$ cat src/rtl/ram_port_arbiter_pkg.sv
// Shared defaults for the RAM port arbiter slice: RAM geometry, response
// buffer depth and the id-width helper used to size requester ids.
// No ports; imported by the interface, the arbiter and the top.
package ram_port_arbiter_pkg;

  localparam int DEF_NUM_REQ = 2;
  localparam int DEF_DATA_W  = 32;
  localparam int DEF_ADDR_W  = 7;
  localparam int RSP_DEPTH   = 2;

  // ceil(log2(n)), but never below 1 so a lone requester still has an id bit.
  function automatic int clog2_min1(input int n);
    int w;
    w = 0;
    for (int k = 0; k < 31; k++) begin
      if ((1 << w) < n) w = w + 1;
    end
    return (w < 1) ? 1 : w;
  endfunction

endpackage

$ cat src/rtl/ram_port_arbiter_if.sv
// Request/response bundle between client engines and the RAM port arbiter.
// Ports: none; signals are req_valid/we/addr/wdata/ready (packed per requester)
// and rsp_valid/id/rdata/ready. master = client side, slave = arbiter side.
interface ram_port_arbiter_if
  import ram_port_arbiter_pkg::*;
#(
  parameter int NUM_REQ = DEF_NUM_REQ,
  parameter int DATA_W  = DEF_DATA_W,
  parameter int ADDR_W  = DEF_ADDR_W,
  parameter int ID_W    = clog2_min1(NUM_REQ)
);

  logic [NUM_REQ-1:0]        req_valid;
  logic [NUM_REQ-1:0]        req_we;
  logic [NUM_REQ*ADDR_W-1:0] req_addr;
  logic [NUM_REQ*DATA_W-1:0] req_wdata;
  logic [NUM_REQ-1:0]        req_ready;

  logic                      rsp_valid;
  logic [ID_W-1:0]           rsp_id;
  logic [DATA_W-1:0]         rsp_rdata;
  logic                      rsp_ready;

  modport master (
    output req_valid, req_we, req_addr, req_wdata, rsp_ready,
    input  req_ready, rsp_valid, rsp_id, rsp_rdata
  );

  modport slave (
    input  req_valid, req_we, req_addr, req_wdata, rsp_ready,
    output req_ready, rsp_valid, rsp_id, rsp_rdata
  );

endinterface

$ cat src/rtl/ram_port_arbiter_rr_arbiter.sv
// Round-robin pick: first asserted req at or after ptr, wrapping.
// Latency: purely combinational. Backpressure: none; no req -> gnt all zero.
// Ports: req (eligibility vector), ptr (search start) -> gnt (one-hot), gnt_idx, gnt_any.
module rr_arbiter
  import ram_port_arbiter_pkg::*;
#(
  parameter int NUM_REQ = DEF_NUM_REQ,
  parameter int ID_W    = clog2_min1(NUM_REQ)
) (
  input  logic [NUM_REQ-1:0] req,
  input  logic [ID_W-1:0]    ptr,
  output logic [NUM_REQ-1:0] gnt,
  output logic [ID_W-1:0]    gnt_idx,
  output logic               gnt_any
);

  logic [ID_W-1:0] idx;

  always_comb begin
    gnt     = '0;
    gnt_idx = '0;
    gnt_any = 1'b0;
    idx     = '0;
    // Walk offsets 0..NUM_REQ-1 from the pointer; the first hit wins.
    for (int k = 0; k < NUM_REQ; k++) begin
      idx = ID_W'((int'(ptr) + k) % NUM_REQ);
      if (!gnt_any && req[idx]) begin
        gnt[idx] = 1'b1;
        gnt_idx  = idx;
        gnt_any  = 1'b1;
      end
    end
  end

endmodule

$ cat src/rtl/ram_port_arbiter.sv
// Shares one single-port registered-read RAM among NUM_REQ requesters, round-robin.
// Latency: grant is combinational; read data appears on rsp_* 2 cycles after accept.
// Backpressure: rsp_ready low fills a 2-entry buffer; reads then stall, writes still flow.
// Ports: clk, rst_n (async, active low); bus (slave side of ram_port_arbiter_if);
//        ram_we/ram_addr/ram_d to the RAM, ram_q from it (valid one cycle after a read).
module ram_port_arbiter
  import ram_port_arbiter_pkg::*;
#(
  parameter int NUM_REQ = DEF_NUM_REQ,
  parameter int DATA_W  = DEF_DATA_W,
  parameter int ADDR_W  = DEF_ADDR_W,
  parameter int ID_W    = clog2_min1(NUM_REQ)
) (
  input  logic              clk,
  input  logic              rst_n,
  ram_port_arbiter_if.slave bus,
  output logic              ram_we,
  output logic [ADDR_W-1:0] ram_addr,
  output logic [DATA_W-1:0] ram_d,
  input  logic [DATA_W-1:0] ram_q
);

  // Arbitration state
  logic [ID_W-1:0]    rr_ptr;
  logic [ID_W-1:0]    nxt_ptr;
  logic [NUM_REQ-1:0] eligible;
  logic [NUM_REQ-1:0] gnt;
  logic [ID_W-1:0]    gnt_idx;
  logic               gnt_any;
  logic               accept;

  // Granted requester's fields and the values held when nobody is granted
  logic               g_we;
  logic [ADDR_W-1:0]  g_addr;
  logic [DATA_W-1:0]  g_d;
  logic [ADDR_W-1:0]  last_addr;
  logic [DATA_W-1:0]  last_d;

  // Read in flight to the RAM
  logic               inflight;
  logic [ID_W-1:0]    inflight_id;

  // Response buffer
  logic [DATA_W-1:0]  fifo_dat [RSP_DEPTH];
  logic [ID_W-1:0]    fifo_id  [RSP_DEPTH];
  logic               wr_ptr;
  logic               rd_ptr;
  logic [1:0]         count;
  logic [2:0]         occ;
  logic               read_space;
  logic               push;
  logic               pop;

  // A read needs a guaranteed slot: everything already accepted but not yet
  // consumed (buffered plus in flight) must leave room for one more.
  assign occ        = {1'b0, count} + {2'b00, inflight};
  assign read_space = (occ < 3'd2);

  always_comb begin
    eligible = '0;
    for (int i = 0; i < NUM_REQ; i++) begin
      eligible[i] = bus.req_valid[i] & (bus.req_we[i] | read_space);
    end
  end

  rr_arbiter #(
    .NUM_REQ (NUM_REQ),
    .ID_W    (ID_W)
  ) u_rr (
    .req     (eligible),
    .ptr     (rr_ptr),
    .gnt     (gnt),
    .gnt_idx (gnt_idx),
    .gnt_any (gnt_any)
  );

  // Grants are suppressed while reset is held so nothing transfers or writes.
  assign accept        = gnt_any & rst_n;
  assign bus.req_ready = gnt & {NUM_REQ{rst_n}};

  always_comb begin
    g_we   = 1'b0;
    g_addr = '0;
    g_d    = '0;
    for (int i = 0; i < NUM_REQ; i++) begin
      if (gnt_idx == ID_W'(i)) begin
        g_we   = bus.req_we[i];
        g_addr = bus.req_addr[i*ADDR_W +: ADDR_W];
        g_d    = bus.req_wdata[i*DATA_W +: DATA_W];
      end
    end
  end

  assign nxt_ptr  = (gnt_idx == ID_W'(NUM_REQ - 1)) ? '0 : gnt_idx + ID_W'(1);

  assign ram_we   = accept & g_we;
  assign ram_addr = gnt_any ? g_addr : last_addr;
  assign ram_d    = gnt_any ? g_d    : last_d;

  // Capture is keyed only on the in-flight flag, so a write granted in the
  // capture cycle cannot disturb the read data being pushed.
  assign push = inflight;
  assign pop  = bus.rsp_valid & bus.rsp_ready;

  always_ff @(posedge clk or negedge rst_n) begin
    if (!rst_n) begin
      rr_ptr      <= '0;
      last_addr   <= '0;
      last_d      <= '0;
      inflight    <= 1'b0;
      inflight_id <= '0;
      wr_ptr      <= 1'b0;
      rd_ptr      <= 1'b0;
      count       <= 2'd0;
      for (int e = 0; e < RSP_DEPTH; e++) begin
        fifo_dat[e] <= '0;
        fifo_id[e]  <= '0;
      end
    end else begin
      if (accept) begin
        rr_ptr    <= nxt_ptr;
        last_addr <= g_addr;
        last_d    <= g_d;
      end
      inflight <= accept & ~g_we;
      if (accept && !g_we) inflight_id <= gnt_idx;

      if (push) begin
        fifo_dat[wr_ptr] <= ram_q;
        fifo_id[wr_ptr]  <= inflight_id;
        wr_ptr           <= ~wr_ptr;
      end
      if (pop) rd_ptr <= ~rd_ptr;

      case ({push, pop})
        2'b10:   count <= count + 2'd1;
        2'b01:   count <= count - 2'd1;
        default: count <= count;
      endcase
    end
  end

  assign bus.rsp_valid = (count != 2'd0);
  assign bus.rsp_id    = fifo_id[rd_ptr];
  assign bus.rsp_rdata = fifo_dat[rd_ptr];

endmodule
$ cat src/flat_wrapper.sv
// flat-port wrapper written by rule: the top's interface ports become plain ports
module ram_port_arbiter_flat import ram_port_arbiter_pkg::*;
#(
  parameter int NUM_REQ = DEF_NUM_REQ,
  parameter int DATA_W  = DEF_DATA_W,
  parameter int ADDR_W  = DEF_ADDR_W,
  parameter int ID_W    = clog2_min1(NUM_REQ)
)
  (clk, rst_n, ram_we, ram_addr, ram_d, ram_q, bus_req_valid, bus_req_we, bus_req_addr, bus_req_wdata, bus_rsp_ready, bus_req_ready, bus_rsp_valid, bus_rsp_id, bus_rsp_rdata);
  ram_port_arbiter_if #(.NUM_REQ(NUM_REQ), .DATA_W(DATA_W), .ADDR_W(ADDR_W), .ID_W(ID_W)) bus_i ();
  input  logic clk;
  input  logic rst_n;
  output logic ram_we;
  output logic [ADDR_W-1:0] ram_addr;
  output logic [DATA_W-1:0] ram_d;
  input  logic [DATA_W-1:0] ram_q;
  input wire logic [$bits(bus_i.req_valid)-1:0] bus_req_valid;
  input wire logic [$bits(bus_i.req_we)-1:0] bus_req_we;
  input wire logic [$bits(bus_i.req_addr)-1:0] bus_req_addr;
  input wire logic [$bits(bus_i.req_wdata)-1:0] bus_req_wdata;
  input wire logic [$bits(bus_i.rsp_ready)-1:0] bus_rsp_ready;
  output wire logic [$bits(bus_i.req_ready)-1:0] bus_req_ready;
  output wire logic [$bits(bus_i.rsp_valid)-1:0] bus_rsp_valid;
  output wire logic [$bits(bus_i.rsp_id)-1:0] bus_rsp_id;
  output wire logic [$bits(bus_i.rsp_rdata)-1:0] bus_rsp_rdata;
  assign bus_i.req_valid = bus_req_valid;
  assign bus_i.req_we = bus_req_we;
  assign bus_i.req_addr = bus_req_addr;
  assign bus_i.req_wdata = bus_req_wdata;
  assign bus_i.rsp_ready = bus_rsp_ready;
  assign bus_req_ready = bus_i.req_ready;
  assign bus_rsp_valid = bus_i.rsp_valid;
  assign bus_rsp_id = bus_i.rsp_id;
  assign bus_rsp_rdata = bus_i.rsp_rdata;
  ram_port_arbiter #(.NUM_REQ(NUM_REQ), .DATA_W(DATA_W), .ADDR_W(ADDR_W), .ID_W(ID_W)) u_core (.clk(clk), .rst_n(rst_n), .bus(bus_i), .ram_we(ram_we), .ram_addr(ram_addr), .ram_d(ram_d), .ram_q(ram_q));
endmodule
$ cat config.mk
export PLATFORM = sky130hd
export DESIGN_NAME = ram_port_arbiter_flat
export DESIGN_NICKNAME = d
export VERILOG_FILES = /design/src/rtl/ram_port_arbiter_pkg.sv /design/src/rtl/ram_port_arbiter_if.sv /design/src/rtl/ram_port_arbiter_rr_arbiter.sv /design/src/rtl/ram_port_arbiter.sv /design/src/flat_wrapper.sv
export SDC_FILE = /design/constraint.sdc
export NUM_CORES = 1
export LEC_CHECK = 0
export ABC_AREA = 1
export BUFFER_PORTS_ARGS = -buffer_cell sky130_fd_sc_hd__clkbuf_2
export CORE_MARGIN = 1.5
export CORE_UTILIZATION = 52
export CTS_BUF_LIST = sky130_fd_sc_hd__clkbuf_16
export DETAILED_ROUTE_END_ITERATION = 16
export PLACE_DENSITY = 0.81
export SKIP_LAST_GASP = 1
export SLEW_MARGIN = 10
export SYNTH_ARGS = -nofsm -noshare
export SYNTH_HDL_FRONTEND = slang
export SYNTH_SLANG_ARGS = --single-unit
$ cat constraint.sdc
create_clock -name clk -period 2.2 [get_ports clk]
set_clock_uncertainty 0.05 [all_clocks]
set_input_delay 0.22 -clock clk [delete_from_list [all_inputs] [get_ports clk]]
set_output_delay 0.22 -clock clk [all_outputs]
set_load 0.01 [all_outputs]
==> metrics, run 1 <==
routed len/inst=13.04 um; worst-margin pin slew=0.7867 ns; fraction of layout cells with a size suffix above 1=35.35%; TritonCTS clock tree=built; Rows=40; post-route antenna net violation count=0; largest net degree at the start of global routing=67; Pins Over Slew Limit=0; Hold Vio Cnt, Final=0; largest cells by area after synthesis=dfrtp_1 (44%), nand2_1 (21%), o211ai_2 (12%); Worst path most repeated cell=nand2_4; dpl hpwl=10.05 mm; Post-Layout Cell Count=1123; Total GRT Usage=23.18%; worst reg-to-reg setup slack=0.27 ns; ant diodes=0; antenna violations before repair=0; Peak Freq=465.2 MHz; Syn Inst Count=782; Yosys warning count=0; RSZ-0062 raised after global routing=true; Die W=113.6 um; crit-path cells=nand2_2 -> nand2_4 -> a21boi_4 -> buf_6 -> nand2_4 -> buf_12 -> nand2_4 -> o211ai_2 -> nand2_1 -> clkbuf_2; final cycle utilization of the critical path=97.71%; Crit path largest cell delay=0.39 ns; vias in the first global route=5237; fin util=66.45%; H-tree depth=3; share of the synthesized area in the top cell type=44.06%; post-synthesis sequential area ratio=44.06%; 1st-pass router iterations=4; worst hold path class=in -> async; synthesized area=6361 um^2; gp weighted congestion=0.8056; Syn Nets=900; Area Growth Syn to Fin=24.96%; NumNets Final=1089; TritonCTS Buffers=9; # IOs=193; crit start category=register; fillcell total=1023; Arr. time, crit path=1.88 ns; Die ar.=12910 um^2; Power per Cell Area=1198 nW/um^2; post-synth top area cell=dfrtp_1; outcome=completed; worst r2r path cells=11; worst setup path category=reg -> out; syn avg cell area=8.134 um^2; Leak=4.567 nW; Seq cells post-synth=112; multi-input logic area=2984 um^2; CP required=1.93 ns; routed wire length=14.65 mm; DRC Markers=0; first-pass GRT wire length=24.21 mm; Vert. Die Dim=113.6 um; max_cap viols=0; total global routing overflow=0; Clk pin slew, worst setup/hold paths=0.07 ns; port buffer count=192; crit-path max FO=18; initial DRC count=339; register area=2803 um^2; Initial Utilization=53.18%; unique cell type count in the Yosys netlist=26; crit path time final=2.150 ns; Rel. slew slack=47.55%; core area=11960 um^2; Peak VDD IR=0.0005249 V; routed via count=5633; Final setup viols=0; Reg2Reg Capture Point=u_core.last_d[14]$_DFFE_PN0P_; CP max stage cell=dfrtp_1; clk sinks=112; Placed Cells=1090; Worst-Skew Late Latency=0.34 ns; RR Startpoint=u_core.inflight$_DFF_PN0_; Root Buffer=clkbuf_16; Vias/cell=5.016; clock tree buffer depth=2; Setup crit end kind=primary output
[cells in the mapped netlist (all sizes together)]
cell and n:
o211ai 78, nand2 376, ha 1, nor2 2
o21ai 67, inv 82, buf 33, a21oi 3
xnor2 1, or2 2, xor2 2, clkbuf 17
a21boi 1, nand3 4, dfrtp 112, clkinv 1
[timing repair]
action,in CTS,in global routing
endpoints found under the setup margin,40,40
cloned,3,0
resized for setup,10,12
pin swaps,6,8
setup buffers,10,5
hold buffers,0,0
[flip-flops by register name (all words and copies together), names as in the netlist, 2 cells and up]
name	cells
u_core.last_d	32
u_core.fifo_id	2
u_core.fifo_dat	64
u_core.count	2
u_core.last_addr	7
[cell families after synthesis]
group | share of synthesized area (%)
buffers and inverters | 10.33
XOR/XNOR | 0.4131
AND/OR/NAND/NOR | 25.31
adder cells (fa/ha/maj) | 0.1967
AO/OA/AOI/OAI | 19.69
flip-flops | 44.06
[final cells by class]
cell class,count,area share [%]
Multi-Input combinational cell,539,37.54
Sequential cell,112,35.26
Timing Repair Buffer,226,17.11
Inverter,83,3.951
Clock buffer,9,2.833
Tap cell,147,2.314
Clock inverter,7,0.9917
[worst max-delay path by stage]
stage / from / to / slack [ns] / depth (start not counted)
final: u_core.inflight$_DFF_PN0_ / ram_d[30] / 0.05 / 10
after global routing: u_core.inflight$_DFF_PN0_ / ram_addr[5] / -0.02 / 8
after CTS: u_core.inflight$_DFF_PN0_ / ram_d[5] / -0.003 / 10
after detailed placement: u_core.count[0]$_DFFE_PN0P_ / ram_addr[2] / 0.17 / 9
after global placement: u_core.count[0]$_DFFE_PN0P_ / ram_d[17] / 0.24 / 9
after floorplan: u_core.count[0]$_DFFE_PN0P_ / u_core.count[1]$_DFFE_PN0P_ / 0.52 / 7
[critical path, delay by kind of cell, from the launching register on]
kind	cells	cell delay, ns
and+or+nand+nor	5	0.38
DFF	1	0.39
buffers and inverters	3	0.45
AOI/OAI and AO/OA	2	0.32
[metrics by stage]
step	hold slack (ns)	TNS, ns	area, um^2	power (mW)	worst slack, ns
floorplan	-0.1256	0	6361	6.253	0.5246
global placement	0.4014	0	7387	7.560	0.2379
detailed placement	0.4047	0	7387	7.679	0.1692
CTS	0.02766	-0.002660	7870	9.536	-0.002660
global route	0.06159	-0.1112	7949	10.32	-0.02236
finish	0.01318	0	7949	9.526	0.05037
[layout by cell type (no fill, tap or decap), types with 6 or more instances in the layout]
cell,count
buf_12,6
buf_4,22
clkbuf_16,9
clkbuf_2,190
dfrtp_1,112
inv_1,78
nand2_1,343
nand2_2,15
nand2_4,17
o211ai_1,17
o211ai_2,61
o21ai_0,67
[power by group]
group	internal (mW)	leakage (nW)	switching, mW
Clock	0.895	0.146	0.748
Combinational	1.80	3.05	2.60
Sequential	2.97	1.37	0.508
Total	5.67	4.57	3.86
[routing by layer]
metal	part of all wire, %	vias up	track usage, %
met5	0	-	0
met3	6.2	13	5.526
li1	-	2847	-
met4	1.1	0	6.917
met1	43	2609	30.42
met2	49	164	38.39
Power figures use the tool's default switching activity.
==> inputs of run 2 (changes only) <==
CORE_MARGIN = unset   (was 1.5)
CORE_UTILIZATION = 45   (was 52)
PLACE_DENSITY = 0.71   (was 0.81)
SETUP_SLACK_MARGIN = 0.3   (was unset)
==> metrics, run 2 (synthesized netlist as in run 1, its figures left out) <==
outcome=finished, violations left; failing checks=setup timing; most frequent cells in the layout=nand2_1 (339), clkbuf_2 (186), dfrtp_1 (112), inv_1 (79), o21ai_0 (66); final cycle utilization of the critical path=102.3% (+4.6 points); clk sinks=112 (unchanged); Total GRT Usage=21.16% (-2.0 points); Worst path most repeated cell=nand2_4; crit-path max FO=12 (-6); routed wire length=16.54 mm (+13%); Worst-Skew Late Latency=0.34 ns (about the same); H-tree depth=3 (unchanged); initial DRC count=341 (+0.59%); Rel. slew slack=55.18% (+7.6 points); most common cell after layout, fill and taps aside=nand2_1; NumNets Final=1099 (+0.92%); Total Neg Setup Slack=-0.07696 ns (-0.07696 ns); Leak=4.721 nW (+3.4%); Largest Register=u_core.fifo_dat; worst-margin pin slew=0.6723 ns (-0.1144 ns); antenna violations before repair=0 (unchanged); Peak VDD IR=0.0004772 V (-9.1%); CP required=1.93 ns (about the same); 1st-pass router iterations=4 (unchanged); clock tree buffer depth=2 (unchanged); Die ar.=14620 um^2 (+13%); routed len/inst=14.18 um (+8.8%); Arr. time, crit path=1.98 ns (+0.10 ns); Initial Utilization=46.00% (-7.2 points); Hold Vio Cnt, Final=0 (unchanged); max reg flops=64 (unchanged); Post-Layout Cell Count=1166 (+3.8%); crit path time final=2.251 ns (+0.1012 ns); Clk pin slew, worst setup/hold paths=0.08 ns (about the same); fin util=60.37% (-6.1 points); Peak Freq=444.3 MHz (-4.5%); Largest regs=u_core.fifo_dat x64, u_core.last_d x32, u_core.last_addr x7; Placed Cells=1117 (+2.5%); Power per Cell Area=1175 nW/um^2 (-1.9%); CP max stage cell=dfrtp_1; top routing layer in use=met4; routed via count=5777 (+2.6%); port buffer count=192 (unchanged); total global routing overflow=0 (unchanged); Top delay family on crit path=buffers and inverters; Final setup viols=7 (+7); TritonCTS clock tree=built; Root Buffer=clkbuf_16; Vias/cell=4.955 (-1.2%); first-pass GRT wire length=24.63 mm (+1.7%); # IOs=193 (unchanged); Setup crit end kind=primary output; Pins Over Slew Limit=0 (unchanged); ant diodes=0 (unchanged); Vert. Die Dim=120.9 um (+6.4%); met2 routed WL=7.926 mm (+10%); max_cap viols=0 (unchanged); core area=13830 um^2 (+16%); Die W=120.9 um (+6.4%); RSZ-0062 raised after global routing=true; met3 wire len=999 um (+9.8%); worst hold path class=in -> async; Crit path largest cell delay=0.41 ns (+0.02 ns); DRC Markers=0 (unchanged); Rows=43 (+7.5%); TritonCTS Buffers=9 (unchanged); vias in the first global route=5213 (-0.46%); M1 wire length=7.362 mm (+16%); dpl hpwl=9.725 mm (-3.2%); post-route antenna net violation count=0 (unchanged); crit start category=register; worst setup path category=reg -> out; largest net degree at the start of global routing=113 (+69%); WP buf/inv=3 (unchanged); gp weighted congestion=0.7690 (-4.5%); Final WS setup=-0.05079 ns (-0.1012 ns); Area Growth Syn to Fin=31.22%; fraction of layout cells with a size suffix above 1=36.92% (+1.6 points); crit-path cells=nand2_2 -> nand2_4 -> a21boi_4 -> buf_12 -> nand2_4 -> clkbuf_16 -> o211ai_2 -> nand2_1 -> clkbuf_2
==> run 2: cell count changes in the layout (fill, tap and decap cells not counted), moves of 3 or more <==
cell       delta
buf_12        +3
buf_4         -5
clkbuf_16     +8
clkbuf_2      -4
nand2_1       -4
nand2_4       +5
==> run 2: routing by layer <==
layer | vias up | track usage [%]
met2 | 182 | 34.11
met1 | 2702 | 28.86
li1 | 2873 | -
met4 | 0 | 6.173
met5 | - | 0
met3 | 20 | 4.088
==> run 2: power breakdown <==
part	internal, mW	switching (mW)	leakage, nW
Clock	0.782	0.780	0.143
Combinational	2.02	2.79	3.21
Sequential	2.97	0.478	1.37
==> run 2: worst paths after layout <==
check	start	to	slack [ns]	cells after the start
max in group asynchronous	rst_n	u_core.last_addr[5]$_DFFE_PN0P_	1.66	2
min in group clk	ram_q[18]	u_core.fifo_dat[50]$_DFFE_PN0P_	0.06	3
max	u_core.count[0]$_DFFE_PN0P_	ram_d[30]	-0.05	9
min	rst_n	u_core.fifo_dat[20]$_DFFE_PN0P_	0.005	2
max reg2reg	u_core.count[0]$_DFFE_PN0P_	u_core.last_d[8]$_DFFE_PN0P_	0.33	11
min reg2reg	u_core.last_d[13]$_DFFE_PN0P_	u_core.last_d[13]$_DFFE_PN0P_	0.43	2
==> run 2: through the flow <==
step                setup slack (ns)  instance area [um^2]  total power [mW]  hold WS, ns
global route                 -0.1079                  8347             10.58      0.05662
CTS                          0.02456                  7975             9.531      0.03245
finish                      -0.05079                  8347             9.809     0.005266
global placement              0.2436                  7408             7.566       0.3862
floorplan                     0.5246                  6361             6.253      -0.1256
detailed placement            0.2314                  7408             7.669       0.3876
==> run 2: cell type report <==
type	count	area (um^2)
well taps	180	225.2
clock inverters	7	55.05
clock buffers	9	225.2
repair buffers	234	1637
inverters	83	321.6
fillers	1247	5480
flip-flops and latches	112	2803
multi-input cells	541	3080
==> run 2: timing repair <==
action                     CTS  global route
setup buffers               11             9
setup endpoints to repair   42           104
gates resized for setup     28            27
pin swaps                    7             7
gates cloned                 4             9
hold buffers                 0             0
